$ cat src/rtl/slf_axi_regs.sv
// slf_axi_regs: AXI4-Lite register block with LED, synchronized inputs, push-button IRQs and scratch.
module slf_axi_regs #(
  parameter int          addr_width = 24,
  parameter logic [31:0] id_value   = 32'h534C_4601
) (
  input  logic                  AXI_S_ACLK,
  input  logic                  AXI_ARESETn,
  input  logic                  AXI_S_AWVALID,
  output logic                  AXI_S_AWREADY,
  input  logic [addr_width-1:0] AXI_S_AWADDR,
  input  logic [2:0]            AXI_S_AWPROT,
  input  logic                  AXI_S_WVALID,
  output logic                  AXI_S_WREADY,
  input  logic [31:0]           AXI_S_WDATA,
  input  logic [3:0]            AXI_S_WSTRB,
  output logic                  AXI_S_BVALID,
  input  logic                  AXI_S_BREADY,
  output logic [1:0]            AXI_S_BRESP,
  input  logic                  AXI_S_ARVALID,
  output logic                  AXI_S_ARREADY,
  input  logic [addr_width-1:0] AXI_S_ARADDR,
  input  logic [2:0]            AXI_S_ARPROT,
  output logic                  AXI_S_RVALID,
  input  logic                  AXI_S_RREADY,
  output logic [31:0]           AXI_S_RDATA,
  output logic [1:0]            AXI_S_RRESP,
  output logic                  INTERRUPT,
  output logic [7:0]            LED,
  input  logic [3:0]            PB,
  input  logic [3:0]            DIP_SW
);
  logic        rdy_q, rdy_d;
  logic        aw_held_q, aw_held_d, w_held_q, w_held_d;
  logic [5:0]  aw_idx_q, aw_idx_d;
  logic [31:0] w_data_q, w_data_d;
  logic [3:0]  w_strb_q, w_strb_d;
  logic        bvalid_q, bvalid_d, rvalid_q, rvalid_d;
  logic [1:0]  bresp_q, bresp_d, rresp_q, rresp_d;
  logic [31:0] rdata_q, rdata_d;
  logic [7:0]  led_q, led_d;
  logic [3:0]  stat_q, stat_d, en_q, en_d;
  logic [31:0] scr_q, scr_d;
  logic [3:0]  pb1_q, pb1_d, pb2_q, pb2_d, pb3_q, pb3_d, dip1_q, dip1_d, dip2_q, dip2_d;
  logic        irq_q, irq_d;
  logic        aw_hs, w_hs, ar_hs, do_wr;
  logic [5:0]  wi, ri;
  logic [31:0] wd, m, rd_val;
  logic [3:0]  ws;
  logic        unused;
  assign unused        = ^{AXI_S_AWPROT, AXI_S_ARPROT, AXI_S_AWADDR, AXI_S_ARADDR};
  assign AXI_S_AWREADY = rdy_q & ~aw_held_q & ~bvalid_q;
  assign AXI_S_WREADY  = rdy_q & ~w_held_q & ~bvalid_q;
  assign AXI_S_ARREADY = rdy_q & ~rvalid_q;
  assign AXI_S_BVALID  = bvalid_q;
  assign AXI_S_BRESP   = bresp_q;
  assign AXI_S_RVALID  = rvalid_q;
  assign AXI_S_RDATA   = rdata_q;
  assign AXI_S_RRESP   = rresp_q;
  assign INTERRUPT     = irq_q;
  assign LED           = led_q;
  // Address and data may arrive in either order; the update fires once both are present.
  always_comb begin
    aw_hs      = AXI_S_AWVALID & AXI_S_AWREADY;
    w_hs       = AXI_S_WVALID & AXI_S_WREADY;
    ar_hs      = AXI_S_ARVALID & AXI_S_ARREADY;
    wi         = aw_held_q ? aw_idx_q : AXI_S_AWADDR[7:2];
    wd         = w_held_q ? w_data_q : AXI_S_WDATA;
    ws         = w_held_q ? w_strb_q : AXI_S_WSTRB;
    do_wr      = (aw_held_q | aw_hs) & (w_held_q | w_hs);
    m          = {{8{ws[3]}}, {8{ws[2]}}, {8{ws[1]}}, {8{ws[0]}}};
    ri         = AXI_S_ARADDR[7:2];
    rd_val     = ri == 6'd0 ? id_value :
                 ri == 6'd1 ? {24'b0, led_q} :
                 ri == 6'd2 ? {24'b0, dip2_q, pb2_q} :
                 ri == 6'd3 ? {28'b0, stat_q} :
                 ri == 6'd4 ? {28'b0, en_q} :
                 ri == 6'd5 ? scr_q : 32'b0;
    rdy_d      = 1'b1;
    aw_held_d  = ~do_wr & (aw_held_q | aw_hs);
    aw_idx_d   = aw_hs ? AXI_S_AWADDR[7:2] : aw_idx_q;
    w_held_d   = ~do_wr & (w_held_q | w_hs);
    w_data_d   = w_hs ? AXI_S_WDATA : w_data_q;
    w_strb_d   = w_hs ? AXI_S_WSTRB : w_strb_q;
    bvalid_d   = do_wr | (bvalid_q & ~AXI_S_BREADY);
    bresp_d    = do_wr ? (wi >= 6'd6 ? 2'b10 : 2'b00) : bresp_q;
    rvalid_d   = ar_hs | (rvalid_q & ~AXI_S_RREADY);
    rdata_d    = ar_hs ? rd_val : rdata_q;
    rresp_d    = ar_hs ? (ri >= 6'd6 ? 2'b10 : 2'b00) : rresp_q;
    led_d      = do_wr && wi == 6'd1 ? (led_q & ~m[7:0]) | (wd[7:0] & m[7:0]) : led_q;
    en_d       = do_wr && wi == 6'd4 ? (en_q & ~m[3:0]) | (wd[3:0] & m[3:0]) : en_q;
    scr_d      = do_wr && wi == 6'd5 ? (scr_q & ~m) | (wd & m) : scr_q;
    stat_d     = (stat_q & ~(do_wr && wi == 6'd3 ? wd[3:0] & m[3:0] : 4'b0)) | (pb2_q & ~pb3_q);
    pb1_d      = PB;
    pb2_d      = pb1_q;
    pb3_d      = pb2_q;
    dip1_d     = DIP_SW;
    dip2_d     = dip1_q;
    irq_d      = |(stat_q & en_q);
  end
  always_ff @(posedge AXI_S_ACLK or negedge AXI_ARESETn) begin
    if (!AXI_ARESETn) begin
      rdy_q     <= 1'b0;
      aw_held_q <= 1'b0;
      aw_idx_q  <= '0;
      w_held_q  <= 1'b0;
      w_data_q  <= '0;
      w_strb_q  <= '0;
      bvalid_q  <= 1'b0;
      bresp_q   <= '0;
      rvalid_q  <= 1'b0;
      rdata_q   <= '0;
      rresp_q   <= '0;
      led_q     <= '0;
      stat_q    <= '0;
      en_q      <= '0;
      scr_q     <= '0;
      pb1_q     <= '0;
      pb2_q     <= '0;
      pb3_q     <= '0;
      dip1_q    <= '0;
      dip2_q    <= '0;
      irq_q     <= 1'b0;
    end else begin
      rdy_q     <= rdy_d;
      aw_held_q <= aw_held_d;
      aw_idx_q  <= aw_idx_d;
      w_held_q  <= w_held_d;
      w_data_q  <= w_data_d;
      w_strb_q  <= w_strb_d;
      bvalid_q  <= bvalid_d;
      bresp_q   <= bresp_d;
      rvalid_q  <= rvalid_d;
      rdata_q   <= rdata_d;
      rresp_q   <= rresp_d;
      led_q     <= led_d;
      stat_q    <= stat_d;
      en_q      <= en_d;
      scr_q     <= scr_d;
      pb1_q     <= pb1_d;
      pb2_q     <= pb2_d;
      pb3_q     <= pb3_d;
      dip1_q    <= dip1_d;
      dip2_q    <= dip2_d;
      irq_q     <= irq_d;
    end
  end
endmodule

$ cat config.mk
export PLATFORM = sky130hd
export DESIGN_NAME = slf_axi_regs
export DESIGN_NICKNAME = d
export VERILOG_FILES = /design/src/rtl/slf_axi_regs.sv
export SDC_FILE = /design/constraint.sdc
export NUM_CORES = 1
export LEC_CHECK = 0
export ABC_AREA = 1
export BUFFER_PORTS_ARGS = -buffer_cell sky130_fd_sc_hd__buf_2
export CORE_MARGIN = 10
export CORE_UTILIZATION = 40
export CTS_CLUSTER_SIZE = 12
export DETAILED_ROUTE_END_ITERATION = 6
export RECOVER_POWER = 50
export SETUP_SLACK_MARGIN = 0.05
export SYNTH_ARGS = -nofsm -noshare
export SYNTH_HDL_FRONTEND = slang
export SYNTH_SLANG_ARGS = --single-unit
$ cat constraint.sdc
create_clock -name AXI_S_ACLK -period 2.75 [get_ports AXI_S_ACLK]
set_input_delay 0.4125 -clock AXI_S_ACLK [delete_from_list [all_inputs] [get_ports AXI_S_ACLK]]
set_output_delay 0.4125 -clock AXI_S_ACLK [all_outputs]
set_load 0.005 [all_outputs]
* After elaboration in Yosys (flattened, before gate mapping)
Index checks and enable logic that the tools add are counted.
W data, S select, Z words.
** Storage, ports and cells
- Bits in registers :: 152
- Output and inout port bits :: 50
** Cells by class
- Order comparisons :: 2
- Equal/unequal tests :: 9
- Mux-type cells :: 12
- Bitwise gates (word level) :: 42
- Reductions and logical operators :: 6
** Operators with widths (number)
- $mux W32 :: 7
- $and A32 B32 Y32 :: 2
- $not A32 Y32 :: 1
- $or A32 B32 Y32 :: 1
- $eq A6 B3 Y1 const B :: 4
- $and A4 B4 Y4 :: 5
- $eq A6 B2 Y1 const B :: 3
- $and A8 B8 Y8 :: 2
- $and A1 B1 Y1 :: 13
- $eq A6 B1 Y1 const B :: 2
- $ge A6 B3 Y1 const B :: 2
- $not A4 Y4 :: 3
- $mux W4 :: 2
- $not A8 Y8 :: 1
- $or A4 B4 Y4 :: 2
- $or A8 B8 Y8 :: 1
- $not A1 Y1 :: 7
- $logic_not A6 Y1 :: 1
- $mux W6 :: 1
- $logic_and A1 B1 Y1 :: 4
- $mux W2 :: 2
- $or A1 B1 Y1 :: 4
- $reduce_or A4 Y1 :: 1

* Logic depth before layout (Yosys ltp)
Gate-level depths: netlist (run 1).
- Depth in word-level cells :: 11
- Depth in mapped cells :: 10
- Gate-level depth less buffers :: 10

* Worst setup path before layout (run 1)
Ideal clock, no wire load.
- Kind :: register -> register
- Start point :: register bvalid_q (netlist: AXI_S_BVALID)
- End point :: register with a tool-made name
- Setup time :: 127 ps
- Data arrival time :: 1381 ps
- Required time :: 2623 ps
- Slack :: 1242 ps
- Cell stages (with the launch flop) :: 10
- Path buffers :: 1
- Period minus slack after synthesis :: 1508 ps
- Cell sequence :: dfrtp_1 > inv_1 > nand2_1 > o21ai_1 > nand2_2 > nor2_2 > nand2_1 > buf_2 > nand2_1 > o21ai_1
** RTL lines
- from (decl) :: line 37 : logic bvalid_q, bvalid_d, rvalid_q, rvalid_d;
- from (signal assigned) :: line 130 : bvalid_q <= bvalid_d;

==> results.tsv, run 1 <==
metric	value	unit
fin util	49.4	%
vias in the first global route	5031	
minimum clock period	2.11	ns
layout cells sized above 1	19.3	%
sequential fraction of the synthesis area	57.3	%
fillers	1596	
# port buffers	110	
GR Util All Layers	15.0	%
crit end category	register	
initial DRC count	388	
post-route cell area	7870	um^2
Unique masters post-synth	29	
die width	148	um
register bit total from synthesis	150	
max_slew headroom	-11.3	%
dpl cells	1072	
CTS tree	done	
Post-Syn Instances	771	
crit share post-route	76.8	%
crit start category	register	
first-pass GRT wire length	26400	um
setup TNS	0	ns
Post-synth EDFFs	0	
Pwr Density	831	nW/um^2
max_cap viols	1	
via-per-instance ratio	4.63	
initial core utilization	41.1	%
Synth async-reset ratio	100	%
Worst EP required	3.06	ns
row cnt	46	
Synth-to-Final Area Change	20.2	%
via count	5112	
Crit path arrival time	2.42	ns
Clock Skew	0.00675	ns
Final Hold Fails	0	
Clock Pin Slew Worst Setup and Hold Paths	0.06	ns
routed len/inst	14.6	um
Post-CTS Hold Buffers	0	
failing checks	max-capacitance violations, max-slew violations	
Crit Path Class	reg -> reg	
Skew-Pair Late Insertion Delay	0.42	ns
CTS-repair resized insts	0	
antenna diode count	0	
routability cong.	0.876	
total CTS buffers	17	
antenna violations before repair	0	
status	finished with violations	
clock sink count	150	
Main synth FF type	dfrtp_1	
Core Region	15900	um^2
Max Slew Vio Count	65	
Max rail drop VDD	0.552	mV
FMAX	0.473	GHz
DIE HEIGHT	148	um
number of detailed-route iterations in the first pass	5	
final wirelength	16100	um
H-tree Lvls	4	
largest net degree at the start of global routing	66	
CTS root buffer	clkbuf_16	
DRC Markers	0	
area post-placement	7290	um^2
Crit Path Max Fanout	37	
leakage	0.00421	uW
# IOs	155	
Worst Hold Class	in -> reg	
Worst-Margin Slew	1.67	ns
Post-Syn Area	6550	um^2
Final nets	980	
CTS Buffer Depth	2	
fin cells	1104	
ANT nets after route	0	
die area	21900	um^2
Syn Area/Cell	8.50	um^2
setup bufs post-CTS	0	
DP Wirelength	11800	um
global route total overflow	0	
Synthesis Warnings	0	
# setup viols final	0	
RSZ-0062 raised after global routing	no	
-- critical path: stages (launching register included) --
cell and delay (ns):
dfrtp_1 0.47, nand2_1 0.14, o21ai_0 0.27, nand2_2 0.19, nor2_8 0.43, nand2_1 0.30, nand2_1 0.13, nand2_1 0.05
-- cells by family (layout without fill, tap and decap cells) --
kind of cell,Yosys count,in the layout,share of synthesized area [%]
other,2,3,0.115
and+or+nand+nor,382,382,25.1
muxes,9,9,1.49
buffers and inverters,112,228,7.01
DFF,150,150,57.3
AOI/OAI and AO/OA,116,116,8.96
-- power breakdown --
group	leakage [uW]	internal (uW)	switching (uW)	total [uW]
registers	0.00191	2680	263	2940
logic	0.00202	447	823	1270
clock network	0.000284	1430	903	2330
total	0.00421	4550	1990	6540
-- path summary, 6_finish.rpt --
| path | start | end | slack, ns | cells past startpoint |
|---|---|---|---|---|
| min in group asynchronous | AXI_ARESETn | aw_idx_q[5]$_DFFE_PN0P_ | 0.42 | 1 |
| worst max register to register | rdy_q$_DFF_PN0_ | register | 0.64 | 7 |
| worst min register to register | dip1_q[2]$_DFF_PN0_ | dip2_q[2]$_DFF_PN0_ | 0.35 | 0 |
| max in group asynchronous | AXI_ARESETn | w_data_q[24]$_DFFE_PN0P_ | 0.78 | 2 |
| worst max-delay path | rdy_q$_DFF_PN0_ | register | 0.64 | 7 |
| worst min-delay path | PB[0] | pb1_q[0]$_DFF_PN0_ | 0.09 | 1 |
-- cell usage after synthesis (all sizes together) (3+ instances only) --
| cell | n | area share, % |
|---|---|---|
| nor2 | 36 | 2.5 |
| nand2 | 256 | 15 |
| nand4 | 32 | 3.1 |
| inv | 75 | 4.3 |
| mux2i | 3 | 0.46 |
| nand3 | 46 | 3.7 |
| buf | 18 | 1.6 |
| nor3 | 5 | 0.38 |
| a21oi | 13 | 0.99 |
| dfrtp | 150 | 57 |
| o21ai | 100 | 7.6 |
| mux2 | 6 | 1.0 |
| clkbuf | 17 | 0.97 |
| or2 | 5 | 0.48 |
-- per-stage QoR --
stage          hold slack, ns  worst slack [ns]  power (uW)
3_3_place_gp            0.334             0.722        4220
6_report               0.0943             0.637        6540
5_1_grt                0.0804             0.328        6980
3_5_place_dp            0.337             0.699        4260
2_1_floorplan           0.117              1.24        3810
4_1_cts               0.00342             0.671        6600
-- per-layer routing --
metal / vias to the layer above / track usage, % / part of all wire [%]
met1: 2285 / 22.8 / 54
li1: 2689 / - / -
met5: - / 0 / 0
met4: 0 / 4.46 / 1.0
met3: 9 / 4.61 / 5.7
met2: 129 / 19.6 / 40
-- cell type report --
class | count | area [um^2] | area share (%)
multi-input cells | 510 | 2340 | 29.8
repair buffers | 119 | 623 | 7.92
clock buffers | 20 | 437 | 5.55
well taps | 216 | 270 | 3.43
inverters | 77 | 289 | 3.67
clock inverters | 12 | 155 | 1.97
flip-flops and latches | 150 | 3750 | 47.7
-- placed cells by master, fill, tap and decap left out, drive strengths merged, types with 2 or more instances in the layout --
cell type / netlist / routed
clkinvlp: 0 / 2
o21ai: 100 / 100
clkbuf: 17 / 24
mux2: 6 / 6
bufinv: 0 / 3
mux2i: 3 / 3
clkinv: 2 / 9
nand4: 32 / 32
inv: 75 / 75
nand3: 46 / 46
buf: 18 / 115
a21oi: 13 / 13
conb: 2 / 3
nand2: 256 / 256
nor3: 5 / 5
nor2: 36 / 36
or2: 5 / 5
dfrtp: 150 / 150
No activity file was read; power rests on OpenSTA's default activity.
==> run 2, diff against run 1 <==
Clock period 2.75 ns to 1.93 ns, I/O delays scaled along.
==> run 2 against run 1 <==
Effect of this change: the flow now finishes without violations; clock power increased by 51%; die area unchanged; cell area increased by 4.4%; register-to-register slack got worse by 0.44 ns; clock skew about the same; flip-flop and latch count unchanged; critical path depth increased by 3; clock-buffer cell count decreased by 1; non-clock buffer count increased by 28; global-route usage increased by 0.13 points; wire length increased by 1.8%.
==> results.tsv, run 2 (synthesis gave the netlist of run 1 again) <==
metric	value	unit
number of detailed-route iterations in the first pass	4	
GR Util All Layers	15.1	%
hold path start	AXI_S_BREADY	
CTS root buffer	clkbuf_16	
Pwr Density	1180	nW/um^2
largest net degree at the start of global routing	55	
die area	21900	um^2
antenna diode count	0	
Register-to-Register Setup Slack	0.19	ns
die width	148	um
Max Slew Vio Count	0	
first-pass GRT wire length	26600	um
final hold slack	0.0364	ns
post-route cell area	8210	um^2
max_slew headroom	18.9	%
post-placement worst setup slack	0.167	ns
crit start category	register	
H-tree Lvls	4	
hold path cells	2	
Core Region	15900	um^2
initial core utilization	41.1	%
critical path's largest stage delay	0.37	ns
# setup viols final	0	
total CTS buffers	17	
RSZ-0062 raised after global routing	no	
hold endpoint	AXI_S_BVALID$_DFF_PN0_	
Worst EP required	2.22	ns
crit end category	register	
Final nets	1009	
leakage	0.00438	uW
routability cong.	0.862	
minimum clock period	1.74	ns
layout cells sized above 1	21.5	%
Clock Pin Slew Worst Setup and Hold Paths	0.06	ns
ANT nets after route	0	
vias in the first global route	5154	
CP dominant cell by count	nand2_1	
crit share post-route	90.0	%
row cnt	46	
FMAX	0.576	GHz
via-per-instance ratio	4.64	
reg-to-reg startpoint	AXI_S_BVALID$_DFF_PN0_	
Crit Path Class	reg -> reg	
crit-path cells	inv_1 > nand2_1 > o21ai_2 > nand2_2 > buf_4 > nor2_2 > nand2_1 > buf_4 > nand2_1 > o21ai_1	
max_cap viols	0	
status	finished clean	
# port buffers	110	
Clock Skew	0.00668	ns
most frequent cells in the layout	252 x nand2_1, 149 x dfrtp_1, 107 x buf_2	
antenna violations before repair	0	
DIE HEIGHT	148	um
initial DRC count	446	
worst r2r path cells	10	
fin util	51.5	%
CP bufs+invs	3	
DP Wirelength	12100	um
fillers	1594	
Synth-to-Final Area Change	25.4	%
Worst Hold Class	in -> reg	
setup bufs post-CTS	0	
DRC Markers	0	
CTS tree	done	
Crit path arrival time	2.03	ns
clock sink count	150	
area post-placement	7490	um^2
via count	5258	
Worst-Margin Slew	1.22	ns
final wirelength	16400	um
Crit Path Max Fanout	16	
setup TNS	0	ns
# IOs	155	
CP max-delay cell	dfrtp_1	
CP top delay family	simple AND/OR/NAND/NOR gates	
fin worst setup slack	0.194	ns
Max rail drop VDD	0.677	mV
global route total overflow	0	
Final Hold Fails	0	
routed len/inst	14.5	um
commonest non-fill, non-tap cell in the layout	nand2_1	
Skew-Pair Late Insertion Delay	0.42	ns
CTS Buffer Depth	2	
-- run 2: changes by cell type in the layout (fill, tap and decap cells not counted), sizes merged --
cell,change
nor2,+1
bufinv,+1
buf,+18
inv,+1
dlygate4sd3,+9
clkinv,-1
-- run 2: power by group --
group	internal [uW]	leakage (uW)	total [uW]	switching, uW
combinational	768	0.00217	2000	1230
clock	2230	0.000309	3510	1280
sequential	3820	0.00191	4180	367
total	6810	0.00438	9690	2880
-- run 2: timing repair --
item / 4_1_cts / 5_1_grt
endpoints found under the setup margin: 0 / 24
resized for setup: 0 / 5
endpoints found under the hold margin: 47 / 0
hold buffers: 9 / 0
-- run 2: worst max-delay path by stage --
stage	cells after the start	startpoint	end	slack [ns]
global placement	7	aw_held_q$_DFF_PN0_	register	0.18
detailed placement	6	aw_held_q$_DFF_PN0_	register	0.17
CTS	6	aw_held_q$_DFF_PN0_	register	0.15
finish	10	AXI_S_BVALID$_DFF_PN0_	register	0.19
global route	3	AXI_ARESETn	AXI_S_RDATA[8]$_DFFE_PN0P_	0.03
floorplan	9	AXI_S_BVALID$_DFF_PN0_	register	0.42
-- run 2: cell type report --
type,count,area (um^2),share of cell area [%]
tap,216,270,3.29
sequential,150,3750,45.7
clock inverter,13,178,2.16
clock buffer,19,453,5.51
timing repair buffer,147,900,11.0
inverter,77,289,3.52
multi-input combinational,511,2370,28.8
-- run 2: stage by stage --
step,power (uW),cells
after floorplan,5430,772
after global placement,6150,1091
after detailed placement,6200,1091
after CTS,9750,1132
after global routing,10300,1133
final,9690,1133
-- run 2: per-layer routing --
layer / vias to the layer above / wire (um) / share of wire [%] / global-route usage (%)
met5: - / 0 / 0 / 0
met4: 0 / 161 / 0.98 / 4.51
met3: 12 / 856 / 5.2 / 4.30
met1: 2379 / 8680 / 53 / 22.5
met2: 122 / 6700 / 41 / 20.6
li1: 2745 / - / - / -
